`src/rtl/wb_port_ctrl.sv`:
```
// Write-back port arbiter: pipeline writes win, buffered long-unit results fill idle slots; outputs registered (latency 1).
// lu_ready drops when the result FIFO is full; stall_req asks the pipeline to yield. Optional direct path: WB_BYPASS_EN.
module wb_port_ctrl #(
    parameter int DEPTH      = 2,
    parameter int STARVE_MAX = 4
) (
    input  logic        clk,
    input  logic        rst,
    input  logic        pipe_we,
    input  logic [4:0]  pipe_waddr,
    input  logic [31:0] pipe_wdata,
    input  logic        lu_valid,
    input  logic [4:0]  lu_waddr,
    input  logic [31:0] lu_wdata,
    output logic        lu_ready,
    output logic        we,
    output logic [4:0]  waddr,
    output logic [31:0] wdata,
    input  logic [4:0]  qaddr1,
    input  logic [4:0]  qaddr2,
    output logic        pend1,
    output logic        pend2,
    output logic        stall_req
);

    localparam int PW = (DEPTH > 1) ? $clog2(DEPTH) : 1;
    localparam int CW = $clog2(DEPTH + 1);
    localparam int SW = 4;

    logic [4:0]       q_addr [DEPTH];
    logic [31:0]      q_data [DEPTH];
    logic [DEPTH-1:0] q_vld;
    logic [DEPTH-1:0] q_vld_nxt;
    logic [DEPTH-1:0] squash;
    logic [PW-1:0]    head;
    logic [PW-1:0]    tail;
    logic [CW-1:0]    count;
    logic [SW-1:0]    starve;

    logic pipe_hit;
    logic empty;
    logic lu_acc;
    logic pop;
    logic enq;
    logic bypass;

    assign empty    = (count == '0);
    assign pipe_hit = pipe_we && (pipe_waddr != 5'd0);
    assign lu_ready = (count < CW'(DEPTH)) && !rst;
    assign lu_acc   = lu_valid && lu_ready;
    assign pop      = !pipe_hit && !empty;

`ifdef WB_BYPASS_EN
    assign bypass = empty && !pipe_we && lu_valid && (lu_waddr != 5'd0);
`else
    assign bypass = 1'b0;
`endif

    // A same-cycle pipeline write to the same register is younger, so the long-unit result is dropped.
    assign enq = lu_acc && (lu_waddr != 5'd0)
               && !(pipe_hit && (lu_waddr == pipe_waddr))
               && !bypass;

    always_comb begin
        squash = '0;
        for (int i = 0; i < DEPTH; i++) begin
            squash[i] = pipe_hit && q_vld[i] && (q_addr[i] == pipe_waddr);
        end
    end

    // Squashed entries keep their slot until they reach the head.
    always_comb begin
        q_vld_nxt = q_vld & ~squash;
        if (pop) begin
            q_vld_nxt[head] = 1'b0;
        end
        if (enq) begin
            q_vld_nxt[tail] = 1'b1;
        end
    end

    always_comb begin
        pend1 = 1'b0;
        pend2 = 1'b0;
        for (int i = 0; i < DEPTH; i++) begin
            if (q_vld[i] && (q_addr[i] == qaddr1)) begin
                pend1 = 1'b1;
            end
            if (q_vld[i] && (q_addr[i] == qaddr2)) begin
                pend2 = 1'b1;
            end
        end
        if (rst || (qaddr1 == 5'd0)) begin
            pend1 = 1'b0;
        end
        if (rst || (qaddr2 == 5'd0)) begin
            pend2 = 1'b0;
        end
    end

    always_ff @(posedge clk) begin
        if (enq) begin
            q_addr[tail] <= lu_waddr;
            q_data[tail] <= lu_wdata;
        end
    end

    always_ff @(posedge clk) begin
        if (rst) begin
            head      <= '0;
            tail      <= '0;
            count     <= '0;
            q_vld     <= '0;
            starve    <= '0;
            stall_req <= 1'b0;
            we        <= 1'b0;
            waddr     <= 5'd0;
            wdata     <= 32'd0;
        end else begin
            q_vld <= q_vld_nxt;
            if (pop) begin
                head <= head + PW'(1);
            end
            if (enq) begin
                tail <= tail + PW'(1);
            end
            case ({enq, pop})
                2'b10:   count <= count + CW'(1);
                2'b01:   count <= count - CW'(1);
                default: count <= count;
            endcase

            if (pop || empty) begin
                starve <= '0;
            end else if (pipe_we && (starve < SW'(STARVE_MAX))) begin
                starve <= starve + SW'(1);
            end
            stall_req <= (starve == SW'(STARVE_MAX));

            if (pipe_hit) begin
                we    <= 1'b1;
                waddr <= pipe_waddr;
                wdata <= pipe_wdata;
            end else if (pop) begin
                we <= q_vld[head];
                if (q_vld[head]) begin
                    waddr <= q_addr[head];
                    wdata <= q_data[head];
                end
            end else if (bypass) begin
                we    <= 1'b1;
                waddr <= lu_waddr;
                wdata <= lu_wdata;
            end else begin
                we <= 1'b0;
            end
        end
    end

endmodule

```
`config.mk`:
```
export PLATFORM = sky130hd
export DESIGN_NAME = wb_port_ctrl
export DESIGN_NICKNAME = d
export VERILOG_FILES = /design/src/rtl/wb_port_ctrl.sv
export SDC_FILE = /design/constraint.sdc
export NUM_CORES = 1
export LEC_CHECK = 0
export ABC_AREA = 0
export BUFFER_PORTS_ARGS = -buffer_cell sky130_fd_sc_hd__buf_2
export CAP_MARGIN = 15
export CORE_MARGIN = 3
export CORE_UTILIZATION = 35
export CTS_BUF_LIST = sky130_fd_sc_hd__clkbuf_4 sky130_fd_sc_hd__clkbuf_8 sky130_fd_sc_hd__clkbuf_16
export CTS_CLUSTER_DIAMETER = 150
export DETAILED_ROUTE_END_ITERATION = 16
export PLACE_DENSITY = 0.6
export SYNTH_ARGS = -nofsm -noshare
export SYNTH_HDL_FRONTEND = slang
export SYNTH_SLANG_ARGS = --single-unit
export TNS_END_PERCENT = 10
```
`constraint.sdc`:
```
create_clock -name clk -period 5.15 [get_ports clk]
set_input_delay 0.515 -clock clk [delete_from_list [all_inputs] [get_ports clk]]
set_output_delay 0.515 -clock clk [all_outputs]
set_load 0.05 [all_outputs]
```
==> metrics.cfg, run 1 <==
[synth]
synth_nets=538
synth_top_family_by_area=compound AO/OA/AOI/OAI gates
yosysSeqAreaShare=0.609
yosysWarnings=0
syn_avg_cell_area_um2=11.8
ys_ff_latch=124
synth-edff-count=74
synth_fa_ha_area_frac=0.00709
synth_ff_type=edfxtp_1
synth_xor_area_frac=0.0629
synthArstFlopShare=0
synth_cell_types=36
synth.mux.area_fraction=0.0740
netlist_area_mm2=0.00529
synth-simple-area-share=0.107
synth-compound-area-share=0.109
synth_cells=447

[power]
power.switching_w=0.000938
ir_worst_vdd_uv=241
total_power_w=0.00316
power.leakage_nw=2.51
internal_power_w=0.00222
p_sw_frac=0.297
p_seq_frac=0.393
power_frac_clock=0.394
power.density_mw_per_mm2=470
p_comb_frac=0.213

[grt]
grt_pass1_wl_um=21200
overflow=0
track_usage=0.166
grt_pass1_vias=4036
antenna_found_initial=0
grt_max_degree=54

[place]
dp.cells=731
place_area_mm2=0.00607
dp_hpwl_um=8980
numPortBuffers=129
globalplace.congestion=0.835

[worst_setup_path]
path_class=in -> reg
critPathMaxStageDelay_ps=840
slowest_stage=nor2_4
crit_required_ps=5170
crit_fanout=38
cp-end-kind=flip-flop
arrival_ps=2850
cp_num_buf_inv=2
critPathLaunchType=primary input
crit_family=simple AND/OR/NAND/NOR gates
cp_cell_sequence=buf_2, or4_4, o21a_1, buf_4, a31o_4, nor2_4

[timing]
finalCritPeriodShare=0.550
tns_ps=0
relSlewSlack=0.261
fmax_mhz=353
tightest_slew_ps=1110
clock-skew-final_ps=6.26
rsz0062_at_grt=no
final_hold_viol_count=0
setup_violations=0
slew_viol_final=0
min_period_ps=2830

[final_layout]
fin_area_mm2=0.00673
mostFrequentLayoutCell=buf_2
regArea_mm2=0.00322
diodes=0
layoutNonFillerInstCount=764
fill_cells=1389
areaGrowthSynthToFinish_pct=27.2
drive_above_1_share=0.298
multi_input_area_mm2=0.00193
nNetsFinal=658
final_cell_mix=buf_2, edfxtp_1, dfxtp_1, nand3_1, a21oi_1

[die]
fp.dieH_um=129
io_pins=130
rows=44
die_w_um=129
core-area_mm2=0.0146
initial_core_util=0.361
fp.dieArea_mm2=0.0166

[cts]
htreeDepth=4
cts_num_sinks=124
cts_made_buffers=17
cts_tree=built
cts_root_buf=clkbuf_16
cts_setup_buffers=0
cts_resized=0
clk_latency_ps=410
cts_hold_buf=0
clock_path_buffers=2
path_clk_slew_ps=50

[flow_run]
cap_violations=0

[hold_path]
min_path_type=in -> reg

[drt]
wl_per_cell_um=17.7
drt_first_pass_iters=6
drt-initial-drc-count=214
ant_nets=0
via_per_inst=5.07
wl_um=13500
vias=3877
drc=0

[outcome]
status=finished clean

==> flip-flops by register name, indices dropped and copies added (netlist names), named ones only <==
signal,cells
q_data,64
wdata,32
q_addr,10
waddr,5
starve,4
count,2
q_vld,2
head,1
stall_req,1
tail,1
we,1
==> stage by stage <==
step | hold WS, ps | util | setup WS (ps)
2_1_floorplan | 422 | - | 1310
3_3_place_gp | 438 | 0.414 | 1910
3_5_place_dp | 440 | 0.414 | 1880
4_1_cts | 277 | 0.458 | 2310
5_1_grt | 280 | 0.460 | 2180
6_report | 296 | 0.460 | 2320
==> cell usage after synthesis (2+ instances only) <==
cell type,n,area [um^2]
o211ai_1,38,285
nor4_1,10,62.6
ha_1,3,37.5
mux2i_1,38,380
xnor2_1,12,105
a21oi_1,41,205
nor3_1,4,20.0
xor2_1,26,228
buf_4,4,30.0
clkbuf_1,22,82.6
nand2_1,37,139
o21ai_0,2,10.0
nand2b_1,3,18.8
inv_1,4,15.0
edfxtp_1,74,2220
o32ai_1,2,17.5
or3_1,2,12.5
nand3_1,43,215
nor2_1,12,45.0
a221oi_1,2,17.5
buf_2,4,20.0
dfxtp_1,50,1000
==> area by class of cell <==
cell class                 instances  area share
timing repair buffer             133       0.103
clock buffer                      27      0.0790
sequential                       124       0.479
multi-input combinational        287       0.286
inverter                           4     0.00223
tap                              184      0.0342
clock inverter                     5      0.0156
==> power groups by stage <==
stage / Sequential, W / Clock, W / Combinational, W
final: 0.00124 / 0.00125 / 0.000672
after global routing: 0.00126 / 0.00132 / 0.000737
after CTS: 0.00124 / 0.00127 / 0.000677
after detailed placement: 0.00126 / 0 / 0.000676
after global placement: 0.00126 / 0 / 0.000662
after floorplan: 0.00133 / 0 / 0.000399
==> kinds of logic after synthesis <==
kind of cell / Yosys count
adders and majority gates: 3
DFF: 124
buffers and inverters: 36
and+or+nand+nor: 118
muxes: 39
xor gates and xnor gates: 38
AOI/OAI and AO/OA: 89
==> metal layers <==
layer	GRT usage	up-vias	share of wire
li1	-	1905	-
met4	0.0531	0	0.011
met1	0.213	1861	0.44
met5	0	-	0
met3	0.0419	11	0.053
met2	0.277	100	0.50
==> worst register-to-register path, delay by kind of cell (launching register included) <==
family	cells	cell delay [ps]
flops	1	420
mux	1	780
compound gates	2	300
buf+inv	1	400
simple gates	1	690
==> path summary, 6_finish.rpt <==
check	from	to	slack (ps)	cells past startpoint
setup / recovery	pipe_waddr[2]	q_data[1][14]$_DFFE_PP_	2320	6
hold / removal	lu_wdata[16]	q_data[0][16]$_DFFE_PP_	300	1
setup reg to reg	q_vld[1]$_SDFF_PP0_	waddr[4]$_SDFFE_PP0P_	2490	5
hold reg to reg	starve[3]$_SDFFE_PP0P_	stall_req$_SDFF_PP0_	450	1
Power figures use the tool's default switching activity.
==> run 2, diff against run 1 <==
--- a/config.mk
+++ b/config.mk
@@ -5,7 +5,7 @@
 export SDC_FILE = /design/constraint.sdc
 export NUM_CORES = 1
 export LEC_CHECK = 0
-export ABC_AREA = 0
+export ABC_AREA = 1
 export BUFFER_PORTS_ARGS = -buffer_cell sky130_fd_sc_hd__buf_2
 export CAP_MARGIN = 15
 export CORE_MARGIN = 3
@@ -13,7 +13,7 @@
 export CTS_BUF_LIST = sky130_fd_sc_hd__clkbuf_4 sky130_fd_sc_hd__clkbuf_8 sky130_fd_sc_hd__clkbuf_16
 export CTS_CLUSTER_DIAMETER = 150
 export DETAILED_ROUTE_END_ITERATION = 16
-export PLACE_DENSITY = 0.6
+export PLACE_DENSITY = 0.62
 export SYNTH_ARGS = -nofsm -noshare
 export SYNTH_HDL_FRONTEND = slang
 export SYNTH_SLANG_ARGS = --single-unit
==> constraint.sdc (replaced) <==
create_clock -name clk -period 2.4 [get_ports clk]
set_input_delay 0.24 -clock clk [delete_from_list [all_inputs] [get_ports clk]]
set_output_delay 0.24 -clock clk [all_outputs]
set_load 0.05 [all_outputs]
==> run 2 against run 1 <==
Wire length is 5.7% higher. Clock skew is 1.5 ps higher. Final cell count is 28% higher. Critical path type is now reg -> out.
==> metrics.cfg, run 2 <==
[final_layout]
final_cell_mix=nand2_1, buf_2, edfxtp_1, inv_1, nand3_1
fin_area_mm2=0.00708
fill_cells=1518
mostFrequentLayoutCell=nand2_1
nNetsFinal=844
drive_above_1_share=0.256
largest_reg_flops=64
top_regs=q_data x64, wdata x32, q_addr x10
areaGrowthSynthToFinish_pct=26.0
top_register=q_data
diodes=0

[cts]
cts_made_buffers=17
clock_path_buffers=2
cts_setup_buffers=0
htreeDepth=4
cts_tree=built
cts_resized=0
cts_root_buf=clkbuf_16
cts_num_sinks=124
clk_latency_ps=410
path_clk_slew_ps=50

[timing]
rsz0062_at_grt=no
tns_ps=0
fmax_mhz=499
tightest_slew_ps=550
setup_violations=0
fin_hold_ws_ps=17.1
relSlewSlack=0.633
final_hold_viol_count=0
slew_viol_final=0
min_period_ps=2010
clock-skew-final_ps=7.75
finalCritPeriodShare=0.836

[synth]
yosysSeqAreaShare=0.573
synth_common_cells=nand2_1, edfxtp_1, inv_1
synth_ff_type=edfxtp_1
synth_top_area_share=0.395
synthTopCellsByArea=edfxtp_1, dfxtp_1, nand2_1, nand3_1, inv_1
syn_avg_cell_area_um2=9.08
synth_cells=619
yosys.cell_count.top_type=nand2_1
yosysTopAreaCell=edfxtp_1
yosysWarnings=0
synth_nets=710
netlist_area_mm2=0.00562
synth-edff-count=74
synthArstFlopShare=0
synth_cell_types=28
ys_ff_latch=124

[outcome]
status=finished clean

[worst_setup_path]
arrival_ps=1770
crit_fanout=4
cp-end-kind=output port
critPathLaunchType=flip-flop
reg2reg_from=count[0]$_SDFFE_PP0P_
crit_required_ps=2160
setup.worst_path.start=q_addr[0][4]$_DFFE_PP_
path_class=reg -> out

[place]
place_area_mm2=0.00648
dp_hpwl_um=9740
numPortBuffers=129
globalplace.congestion=0.863

[hold_path]
min_path_type=in -> reg
hp-start=lu_wdata[16]

[drt]
wl_um=14300
via_per_inst=4.62
drt_first_pass_iters=5
drc=0
drt-initial-drc-count=288
vias=4512
wl_per_cell_um=14.6
ant_nets=0

[die]
fp.dieH_um=133
fp.dieArea_mm2=0.0176
core-area_mm2=0.0155
die_w_um=133
io_pins=130
initial_core_util=0.363
rows=45

[power]
total_power_w=0.00625
ir_worst_vdd_uv=513
power.leakage_nw=3.31
power.density_mw_per_mm2=882

[grt]
antenna_found_initial=0
grt_pass1_vias=4248
grt_max_degree=38
overflow=0
grt_pass1_wl_um=22300
track_usage=0.162

[flow_run]
cap_violations=0

[run 2: changes by cell type after synthesis, sizes merged, moves of 10 or more]
cell    previous run  this run
nand2             37       189
inv                4        67
o211ai            38         0
mux2i             38         6
nor2              12        44
nand3             43        66
o21ai              3        25
a21oi             41        25
clkbuf            22         7
xor2              26        12
buf               10        23
o22ai              0        12
nor4              10         0
[run 2: path summary, 6_finish.rpt]
check / slack (ps) / to / depth (start not counted)
worst min register to register: 440 / stall_req$_SDFF_PP0_ / 1
worst min-delay path: 20 / q_data[1][16]$_DFFE_PP_ / 1
worst max register to register: 700 / wdata[11]$_SDFFE_PP0P_ / 9
worst max-delay path: 390 / pend1 / 6
[run 2: through the flow]
step	util	setup WS (ps)	std cells
3_3_place_gp	0.419	426	941
6_report	0.458	394	976
3_5_place_dp	0.419	421	941
5_1_grt	0.458	258	976
2_1_floorplan	-	-200	619
4_1_cts	0.456	383	974
[run 2: metal layers]
| metal | global-route usage | part of all wire | vias to the layer above |
|---|---|---|---|
| li1 | - | - | 2288 |
| met5 | 0 | 0 | - |
| met3 | 0.0418 | 0.056 | 18 |
| met4 | 0.0572 | 0.015 | 0 |
| met1 | 0.203 | 0.45 | 2077 |
| met2 | 0.272 | 0.48 | 129 |
[run 2: critical path, cell delays in order (launching register included)]
cell	delay, ps
edfxtp_1	470
inv_1	150
o22ai_1	110
a21oi_1	120
nand3_1	80
a21oi_1	150
buf_2	280
[run 2: report_power, final]
part,switching [W],internal [W],leakage [nW]
sequential,0.000120,0.00245,1.09
clock,0.000892,0.00156,0.291
combinational,0.000846,0.000385,1.92
[run 2: area by class of cell]
class,instances,area (um^2),area share
multi-input cells,398,1960,0.277
well taps,211,264,0.0373
repair buffers,145,813,0.115
inverters,67,255,0.0360
clock inverters,7,62.6,0.00883
clock buffers,24,502,0.0708
flip-flops and latches,124,3220,0.455
[run 2: cells by family after synthesis]
group | share of synthesized area
adders and majority gates | 0.00668
muxes | 0.0107
xor gates and xnor gates | 0.0327
buffers and inverters | 0.0775
and+or+nand+nor | 0.237
AOI/OAI and AO/OA | 0.0617
DFF | 0.573
[run 2: timing repair]
| item | CTS | global route |
|---|---|---|
| hold buffers | 2 | 2 |
| endpoints found under the setup margin | 0 | 0 |
| hold endpoints to repair | 3 | 4 |
